===== src/rtl/perf_event_counters.sv =====
// Per-event performance counter bank with free-running cycle counter.
// Freezes on HALT; counters read back through a registered port.
module perf_event_counters #(
  parameter int                    NUM_EVENTS = 8,
  parameter int                    CNT_WIDTH  = 32,
  parameter logic [NUM_EVENTS-1:0] EDGE_MASK  = '0,
  parameter bit                    SATURATE   = 1'b1,
  parameter int                    SEL_W      = $clog2(NUM_EVENTS+1)
) (
  input  logic                  clk,
  input  logic                  rst,
  input  logic                  en,
  input  logic                  clear,
  input  logic                  halt,
  input  logic [NUM_EVENTS-1:0] event_in,
  input  logic                  rd_en,
  input  logic [SEL_W-1:0]      rd_sel,
  output logic [CNT_WIDTH-1:0]  rd_data,
  output logic                  rd_valid,
  output logic [NUM_EVENTS:0]   overflow,
  output logic                  running,
  output logic                  frozen
);

  localparam int NC = NUM_EVENTS + 1;
  localparam logic [SEL_W-1:0] CYC_SEL = SEL_W'(NUM_EVENTS);

  typedef enum logic [1:0] {
    IDLE,
    RUN,
    FROZEN
  } state_t;

  state_t state_q;
  state_t state_d;

  logic [CNT_WIDTH-1:0]  cnt_q [NC];
  logic [NUM_EVENTS-1:0] event_d;
  logic [NC-1:0]         ovf_q;
  logic [NC-1:0]         inc;
  logic                  count_en;
  logic [SEL_W-1:0]      sel_idx;

  always_ff @(posedge clk or posedge rst) begin
    if (rst) begin
      state_q <= IDLE;
    end else begin
      state_q <= state_d;
    end
  end

  always_comb begin
    state_d = state_q;
    if (clear) begin
      state_d = IDLE;
    end else begin
      unique case (state_q)
        IDLE:    if (en) state_d = RUN;
        RUN: begin
          if (halt)     state_d = FROZEN;
          else if (!en) state_d = IDLE;
        end
        FROZEN:  state_d = FROZEN;
        default: state_d = IDLE;
      endcase
    end
  end

  assign count_en = (state_q == RUN) && !clear;

  // Edge channels only count when the previous sample was low.
  assign inc = {1'b1, event_in & ~(event_d & EDGE_MASK)};

  always_ff @(posedge clk or posedge rst) begin
    if (rst) begin
      event_d <= '0;
    end else begin
      event_d <= event_in;
    end
  end

  always_ff @(posedge clk or posedge rst) begin
    if (rst) begin
      for (int i = 0; i < NC; i++) begin
        cnt_q[i] <= '0;
      end
      ovf_q <= '0;
    end else if (clear) begin
      for (int i = 0; i < NC; i++) begin
        cnt_q[i] <= '0;
      end
      ovf_q <= '0;
    end else if (count_en) begin
      for (int i = 0; i < NC; i++) begin
        if (inc[i]) begin
          if (&cnt_q[i]) begin
            ovf_q[i] <= 1'b1;
            if (!SATURATE) cnt_q[i] <= '0;
          end else begin
            cnt_q[i] <= cnt_q[i] + CNT_WIDTH'(1);
          end
        end
      end
    end
  end

  assign sel_idx = (rd_sel >= CYC_SEL) ? CYC_SEL : rd_sel;

  always_ff @(posedge clk or posedge rst) begin
    if (rst) begin
      rd_data  <= '0;
      rd_valid <= 1'b0;
    end else begin
      rd_valid <= rd_en;
      if (rd_en) rd_data <= cnt_q[sel_idx];
    end
  end

  assign overflow = ovf_q;
  assign running  = (state_q == RUN);
  assign frozen   = (state_q == FROZEN);

endmodule


===== config.mk =====
export PLATFORM = sky130hd
export DESIGN_NAME = perf_event_counters
export DESIGN_NICKNAME = d
export VERILOG_FILES = /design/src/rtl/perf_event_counters.sv
export SDC_FILE = /design/constraint.sdc
export NUM_CORES = 1
export LEC_CHECK = 0
export ABC_CLOCK_PERIOD_IN_PS = 30700
export BUFFER_PORTS_ARGS = -buffer_cell sky130_fd_sc_hd__buf_2
export CAP_MARGIN = 10
export CORE_MARGIN = 2
export CORE_UTILIZATION = 45
export CTS_BUF_LIST = sky130_fd_sc_hd__clkbuf_2 sky130_fd_sc_hd__clkbuf_4 sky130_fd_sc_hd__clkbuf_8
export CTS_CLUSTER_DIAMETER = 200
export DETAILED_ROUTE_END_ITERATION = 7
export HOLD_SLACK_MARGIN = 0.03
export PLACE_DENSITY = 0.68
export SLEW_MARGIN = 25
export SYNTH_ARGS = -nofsm -noshare
export SYNTH_HDL_FRONTEND = slang
export SYNTH_SLANG_ARGS = --single-unit
export TNS_END_PERCENT = 30

===== constraint.sdc =====
create_clock -name clk -period 30.7 [get_ports clk]
set_clock_uncertainty 0.2 [all_clocks]
set_input_delay 6.14 -clock clk [delete_from_list [all_inputs] [get_ports clk]]
set_output_delay 6.14 -clock clk [all_outputs]
set_load 0.01 [all_outputs]

### Word-level counts from Yosys, hierarchy flattened

Cells that the tools add are included.

| storage, ports and cells | value |
|---|---|
| register bits after elaboration | 332 |
| bits of input ports | 18 |
| output and inout port bits | 44 |

| operators by class | value |
|---|---|
| add/subtract/negate cells | 9 |
| $lt $le $gt $ge | 2 |
| equality and inequality tests | 13 |
| mux-type cells | 47 |
| bitwise logic cells | 1 |
| reduce and logical (&&, ||, !) cells | 49 |

Operators by type and width:

| operator | count |
|---|---|
| 2-to-1 mux 32 bit | 19 |
| 2-to-1 mux 288 bit | 2 |
| adder 32 x 1 -> 32 bit, second input constant | 9 |
| AND reduction 32 bit | 9 |
| binary-select mux 32 bit (select 4 bit) | 1 |
| AND reduction 3 bit | 16 |
| nonzero test 2 bit | 18 |
| 2-to-1 mux 9 bit | 2 |
| != test 2 bit, second input constant | 9 |
| 2-to-1 mux 1 bit | 17 |
| 2-to-1 mux 2 bit | 4 |
| case mux 2 bit (3 select lines) | 1 |
| AND reduction 2 bit | 3 |
| >= comparator 5 bit, second input constant | 1 |
| NOT 4 -> 5 bit | 1 |
| >= comparator 4 bit, second input constant | 1 |
| 2-to-1 mux 4 bit | 1 |
| != test 4 bit, second input constant | 1 |
| != test 3 bit, second input constant | 1 |
| equality test 2 x 1 -> 1 bit, second input constant | 1 |
| equality test 2 bit, second input constant | 1 |
| zero test 2 bit | 1 |
| logical AND 1 bit | 1 |
| zero test 1 bit | 1 |

### Depth between registers and ports, before layout

Gate-level depths: netlist (run 1).

| depth | value |
|---|---|
| depth after elaboration | 6 |
| depth in mapped cells | 9 |

### Worst setup path before layout (run 1)

OpenSTA, ideal clock, no wires.

| path | value |
|---|---|
| path kind | input -> register |
| from | input rd_sel[0] |
| to | register rd_data[17] |
| setup time | 0.135 ns |
| arrival | 8.343 ns |
| slack | 22.023 ns |
| stages | 9 |
| path buffers | 4 |
| path through | clkbuf_1 nor2b_1 clkbuf_1 buf_1 clkbuf_1 mux4_2 nor2b_1 a211oi_1 o22ai_1 |

| on the way | value |
|---|---|
| longest elaborated chain between the ends | 6 |

RTL lines:

| element | line | source |
|---|---|---|
| from (decl) | 17 | `input logic [SEL_W-1:0] rd_sel,` |
| >= comparator 4 bit | 107 | `assign sel_idx = (rd_sel >= CYC_SEL) ? CYC_SEL : rd_sel;` |
| 2-to-1 mux 4 bit * | 107 |  |
| NOT 4 -> 5 bit (implied by the code) * | 115 | `if (rd_en) rd_data <= cnt_q[sel_idx];` |
| binary-select mux 32 bit (select 4 bit) * | 115 |  |
| 2-to-1 mux 32 bit (implied by the code) * (2 in series) | 115 |  |
| to (signal assigned) | 115 |  |
| to (decl) | 18 | `output logic [CNT_WIDTH-1:0] rd_data,` |

Mark *: on every way between the ends. The rest lies on a longest branch, timed or not. The select of a mux whose other input is x is not followed.
A chain may end at the register's enable or synchronous reset.

### Worst setup path in the final report (run 1)

| path | value |
|---|---|
| from | input rd_sel[0] |
| to | register rd_data[13] |

Same word-level chain as after synthesis.

==> results of run 1 <==
## layer usage
| metal | routed length [um] | share of wire |
|---|---|---|
| met5 | 39 | 0.00061 |
| met4 | 2600 | 0.041 |
| met3 | 7190 | 0.11 |
| met2 | 26300 | 0.41 |
| met1 | 27800 | 0.44 |
## state kept, by name, indices dropped and copies added (netlist names)
name	flops
cnt_q	288
overflow	9
rd_data	32
rd_valid	1
state_q	2
## final cells by class
type	instances	area [um^2]
clock buffer	97	1220
clock inverter	6	80.1
tap	592	741
inverter	67	264
sequential	332	8310
timing repair buffer	84	505
multi-input combinational	1605	10900
fill	4089	21900
antenna	2	5.00
## where the power goes
| part | switching, uW | leakage [uW] | total, uW | internal [uW] |
|---|---|---|---|---|
| sequential | 5.88 | 0.00460 | 448 | 442 |
| combinational | 40.1 | 0.00284 | 54.7 | 14.6 |
| clock | 191 | 0.000692 | 455 | 264 |
| total | 238 | 0.00814 | 958 | 721 |
## cells by family (layout without fill, tap and decap cells)
logic type	Yosys count	count (layout)
flops	332	332
compound gates	547	547
simple gates	886	886
other cells	0	2
fa+ha+maj	9	9
mux	106	106
buf+inv	202	254
xor+xnor	57	57
## worst register-to-register path, delay by kind of cell (launching register included)
family / cells / cell delay, ns
buffers and inverters: 1 / 0.36
DFF: 1 / 0.48
muxes: 1 / 0.30
and+or+nand+nor: 4 / 1.94
## stage by stage
| step | instances | total power [uW] |
|---|---|---|
| global placement | 2680 | 509 |
| floorplan | 2139 | 490 |
| finish | 2785 | 958 |
| detailed placement | 2680 | 510 |
| CTS | 2783 | 965 |
| global route | 2784 | 990 |
## worst paths after layout
| kind | endpoint | slack [ns] | cells after the start | start |
|---|---|---|---|---|
| max | rd_data[13]$_DFFE_PP0P_ | 22.21 | 8 | rd_sel[0] |
| min reg2reg | overflow[2]$_DFFE_PP0P_ | 0.29 | 1 | overflow[2]$_DFFE_PP0P_ |
| min | overflow[2]$_DFFE_PP0P_ | 0.29 | 1 | overflow[2]$_DFFE_PP0P_ |
| max in group asynchronous | cnt_q[265]$_DFFE_PP0P_ | 22.60 | 4 | rst |
| min in group asynchronous | cnt_q[218]$_DFFE_PP0P_ | 5.33 | 2 | rst |
| max reg2reg | cnt_q[134]$_DFFE_PP0P_ | 27.30 | 6 | cnt_q[131]$_DFFE_PP0P_ |
## cells in the final DEF, fill, tap and decap left out, types with 58 or more instances in the layout
master	instances
a21oi_1	195
buf_2	58
clkbuf_8	78
dfrtp_1	332
inv_1	66
mux4_2	64
nand2_1	132
nand3_1	97
nand4_1	83
nor2_1	140
nor2b_1	62
o21ai_0	123
o31ai_1	83
or3_1	95
or4_1	94
==> impl_metrics.csv, run 1 <==
group,metric,value,unit
run_status,status,"completed",
global_routing,grt_usage,0.274,
synthesis,netlist.area_leader.share,0.418,
timing,fin_tns_setup,0,ns
synthesis,syn_nets,2166,
synthesis,ys_seq_elements,332,
synthesis,synth_enable_flop_cells,0,
synthesis,synthMuxAreaShare,0.0956,
clock_network,cts_resized,0,
route,drtPass1Iterations,6,
floorplanning,rows,77,
synthesis,synth_top_family_by_area,"simple AND/OR/NAND/NOR gates",
synthesis,synth_compound_area_frac,0.167,
global_routing,grt_max_degree,194,
global_routing,met1_usage,0.411,
critical_path,arrival,8.80,ns
global_routing,met2_usage,0.381,
synthesis,yosysMostFrequentCell,"dfrtp_1",
synthesis,postSynth.asyncResetShare,1.00,
critical_path,cp.required,31.01,ns
clock_network,cts-root-buf,"clkbuf_8",
timing,tightest_slew,1.04,ns
synthesis,synth_commonest_cells,"332 x dfrtp_1, 195 x a21oi_1, 141 x nor2_1",
clock_network,tritoncts,"yes",
timing,fin_hold_ws,0.294,ns
place,placed_area,0.0207,mm^2
critical_path,worst-path-buf-inv,3,
synthesis,ys_types,61,
finish,fin_util,0.501,
route,drc,0,
synthesis,avgSynthCellArea,9.30,um^2
critical_path,start_kind,"input pin",
route,routedWlPerCell,23.0,um
route,drtIter0Drc,2377,
clock_network,numClockSinks,332,
finish,post-route-cell-area,0.0220,mm^2
critical_path,end_kind,"register",
worst_hold_path,hold_class,"register to register",
synthesis,yosys.area_share.simple,0.250,
timing,slew_headroom,0.307,
timing,finalSetupViolCount,0,
route,via_per_inst,6.59,
synthesis,syn_area,0.0199,mm^2
floorplanning,io-pin-count,62,
timing,rsz0062_at_grt,"no",
synthesis,seq_area_frac_synth,0.418,
place,portBuffers,61,
critical_path,slowest_stage,"nor2b_4",
pwr,cellPowerDensity,43.5,mW/mm^2
floorplanning,die-area,0.0459,mm^2
clock_network,cts_buffer_depth,3,
route,drt-total-wl,64000,um
synthesis,yosys-top-cells-area,"dfrtp_1 42%, mux4_2 7.2%, a21oi_1 4.9%",
global_routing,grt_pass1_wl,98800,um
timing,period_share,0.277,
clock_network,postCtsSetupBuffers,0,
synthesis,synth-xor-area-share,0.0251,
synthesis,synth_cells,2139,
clock_network,clk_latency,0.66,ns
critical_path,crit_path_cell_trace,"buf_2 -> buf_4 -> nor2b_4 -> buf_4 -> mux4_2 -> nor2b_1 -> a211oi_1 -> o22ai_1",
place,preCtsSetupSlack,21.49,ns
clock_network,cts-buffers-inserted,59,
floorplanning,die_h,214,um
floorplanning,initial_utilization,0.453,
timing,drv_slew,0,
job,maxCapViolations,0,
critical_path,max_stage_delay,0.60,ns
finish,drive_gt1_frac,0.142,
global_routing,grt_antenna_before_repair,5,
global_routing,grt_pass1_vias,16600,
floorplanning,die_w,214,um
global_routing,use_met3,0.0647,
critical_path,critPathMostFrequentCell,"buf_4",
finish,nets,2176,
clock_network,path_clk_slew,0.06,ns
critical_path,critical_path_class,"input pin to register",
synthesis,yosys.area.top_type,"dfrtp_1",
global_routing,grt.busiest_layer,"met1",
timing,hold_viol_final,0,
timing,fin_ws,22.21,ns
floorplanning,core,0.0439,mm^2
timing,max_freq,118,MHz
route,vias,18400,
route,drtAntennaViolNets,0,
timing,post-route-min-period,8.49,ns
place,hpwl,45400,um
critical_path,cp_top_family,"buffers and inverters",
clock_network,cts_hold_buffers,0,
finish,layout-area-overhead-vs-synth,10.6,%
synthesis,synth_top_flop_cell,"dfrtp_1",
critical_path,cp_max_fo,34,
place,gp_congestion,0.967,
clock_network,cts_max_level,2,
synthesis,synth_fa_ha_area_frac,0.00566,
pwr,power.leakage,0.00814,uW
pwr,vdd_ir_drop_max,0.0251,mV
synthesis,synth_warnings,0,
global_routing,overflow,0,
No activity file was read; power rests on OpenSTA's default activity.
==> inputs of run 2 (changes only) <==
- ABC_CLOCK_PERIOD_IN_PS: 30700 -> 8100
- clock period: 30.7 -> 8.1 ns (I/O delays scaled with it)
==> impl_metrics.csv, run 2 (synthesis gave the netlist of run 1 again) <==
group,metric,value,unit
critical_path,arrival,2.50,ns
route,via_per_inst,6.58,
finish,drive_gt1_frac,0.138,
route,drtIter0Drc,2556,
worst_hold_path,hold_class,"register to register",
critical_path,end_kind,"primary output",
route,drtAntennaViolNets,0,
worst_hold_path,holdPathEnd,"overflow[2]$_DFFE_PP0P_",
worst_hold_path,min_path_cells,1,
timing,max_freq,232,MHz
finish,regArea,0.00831,mm^2
finish,layout-area-overhead-vs-synth,10.2,%
critical_path,cp.required,6.28,ns
clock_network,path_clk_slew,0.06,ns
clock_network,cts_hold_buffers,0,
clock_network,cts_resized,0,
place,hpwl,44400,um
worst_hold_path,min_from,"overflow[2]$_DFFE_PP0P_",
route,drt-total-wl,63100,um
route,drc,0,
clock_network,cts_buffer_depth,3,
run_status,status,"completed",
floorplanning,die_w,214,um
floorplanning,die_h,214,um
pwr,power.leakage,0.00808,uW
critical_path,r2r_start,"state_q[0]$_DFFE_PP0P_",
floorplanning,core,0.0439,mm^2
finish,multiInputGateArea,0.0109,mm^2
timing,tightest_slew,1.02,ns
clock_network,cts-root-buf,"clkbuf_8",
finish,layout_common_cells,"332 x dfrtp_1, 195 x a21oi_1, 140 x nor2_1",
critical_path,reg2reg_depth,5,
global_routing,grt_usage,0.271,
floorplanning,initial_utilization,0.453,
global_routing,overflow,0,
global_routing,grt_max_degree,170,
timing,hold_viol_final,0,
timing,period_share,0.533,
finish,n_fill_cell,4069,
critical_path,critical_path_class,"register to primary output",
place,portBuffers,61,
clock_network,postCtsSetupBuffers,0,
finish,finalNonFillerCells,2775,
route,wl_met1,27800,um
clock_network,cts_max_level,2,
timing,fin_tns_setup,0,ns
clock_network,tritoncts,"yes",
route,top_layer,"met5",
job,maxCapViolations,0,
timing,finalSetupViolCount,0,
global_routing,grt_pass1_vias,16400,
finish,nets,2169,
clock_network,cts-buffers-inserted,56,
critical_path,start_kind,"register",
route,wl_met2,25800,um
place,dpl.cell_count,2675,
timing,post-route-min-period,4.32,ns
route,drtPass1Iterations,5,
clock_network,numClockSinks,332,
finish,largest_reg_flops,288,
floorplanning,rows,77,
timing,rsz0062_at_grt,"no",
floorplanning,io-pin-count,62,
route,wl_met3,6810,um
timing,slew_headroom,0.321,
critical_path,cp_max_fo,12,
critical_path,r2r_slack,4.51,ns
clock_network,clk_latency,0.66,ns
critical_path,r2r_end,"cnt_q[189]$_DFFE_PP0P_",
pwr,cellPowerDensity,161,mW/mm^2
route,vias,18300,
global_routing,grt_antenna_before_repair,4,
pwr,vdd_ir_drop_max,0.111,mV
place,gp_congestion,0.961,
finish,largest-register,"cnt_q",
route,routedWlPerCell,22.7,um
floorplanning,die-area,0.0459,mm^2
timing,drv_slew,0,
finish,final_common_cell,"dfrtp_1",
global_routing,grt_pass1_wl,97700,um
-- run 2: cell types whose count changed in the layout (fill, tap and decap cells not counted), sizes merged --
cell and change:
bufinv -2, clkinvlp +1, clkinv -3, clkbuf -2, buf -4
-- run 2: worst max path at each step --
| stage | from | endpoint | slack [ns] | depth (start not counted) |
|---|---|---|---|---|
| after detailed placement | rd_sel[0] | rd_data[16]$_DFFE_PP0P_ | 3.31 | 7 |
| after global routing | state_q[0]$_DFFE_PP0P_ | running | 3.73 | 3 |
| after floorplan | rst | cnt_q[0]$_DFFE_PP0P_ | 1.85 | 1 |
| final | state_q[0]$_DFFE_PP0P_ | running | 3.78 | 3 |
| after CTS | state_q[0]$_DFFE_PP0P_ | running | 3.81 | 3 |
| after global placement | rd_sel[0] | rd_data[2]$_DFFE_PP0P_ | 3.40 | 7 |
-- run 2: cell type report --
class	count	area share
multi-input combinational	1605	0.497
sequential	332	0.379
clock buffer	95	0.0542
tap	592	0.0338
timing repair buffer	80	0.0234
inverter	67	0.0116
clock inverter	2	0.000457
antenna	2	0.000228
-- run 2: where the power goes --
part	switching, uW	internal (uW)
clock network	708	912
logic	144	55.6
registers	27.0	1680
-- run 2: per-layer routing --
layer	global-route usage	up-vias
li1	-	8227
met1	0.412	9027
met2	0.368	863
met3	0.0654	134
met4	0.106	6
met5	0	-
-- run 2: per-stage QoR --
| stage | utilization | area [um^2] | setup WS (ns) | total power [uW] | hold WS, ns |
|---|---|---|---|---|---|
| after detailed placement | 0.471 | 20700 | 3.31 | 1930 | 0.283 |
| final | 0.499 | 21900 | 3.78 | 3520 | 0.296 |
| after global routing | 0.499 | 21900 | 3.73 | 3640 | 0.311 |
| after CTS | 0.498 | 21900 | 3.81 | 3550 | 0.298 |
| after floorplan | - | 19900 | 1.85 | 1860 | 0.253 |
| after global placement | 0.470 | 20700 | 3.40 | 1930 | 0.277 |
-- run 2: critical path: stages, from the launching register on --
cell     delay (ns)
dfrtp_1        0.93
nor2b_2        0.40
buf_4          0.34
buf_2          0.19
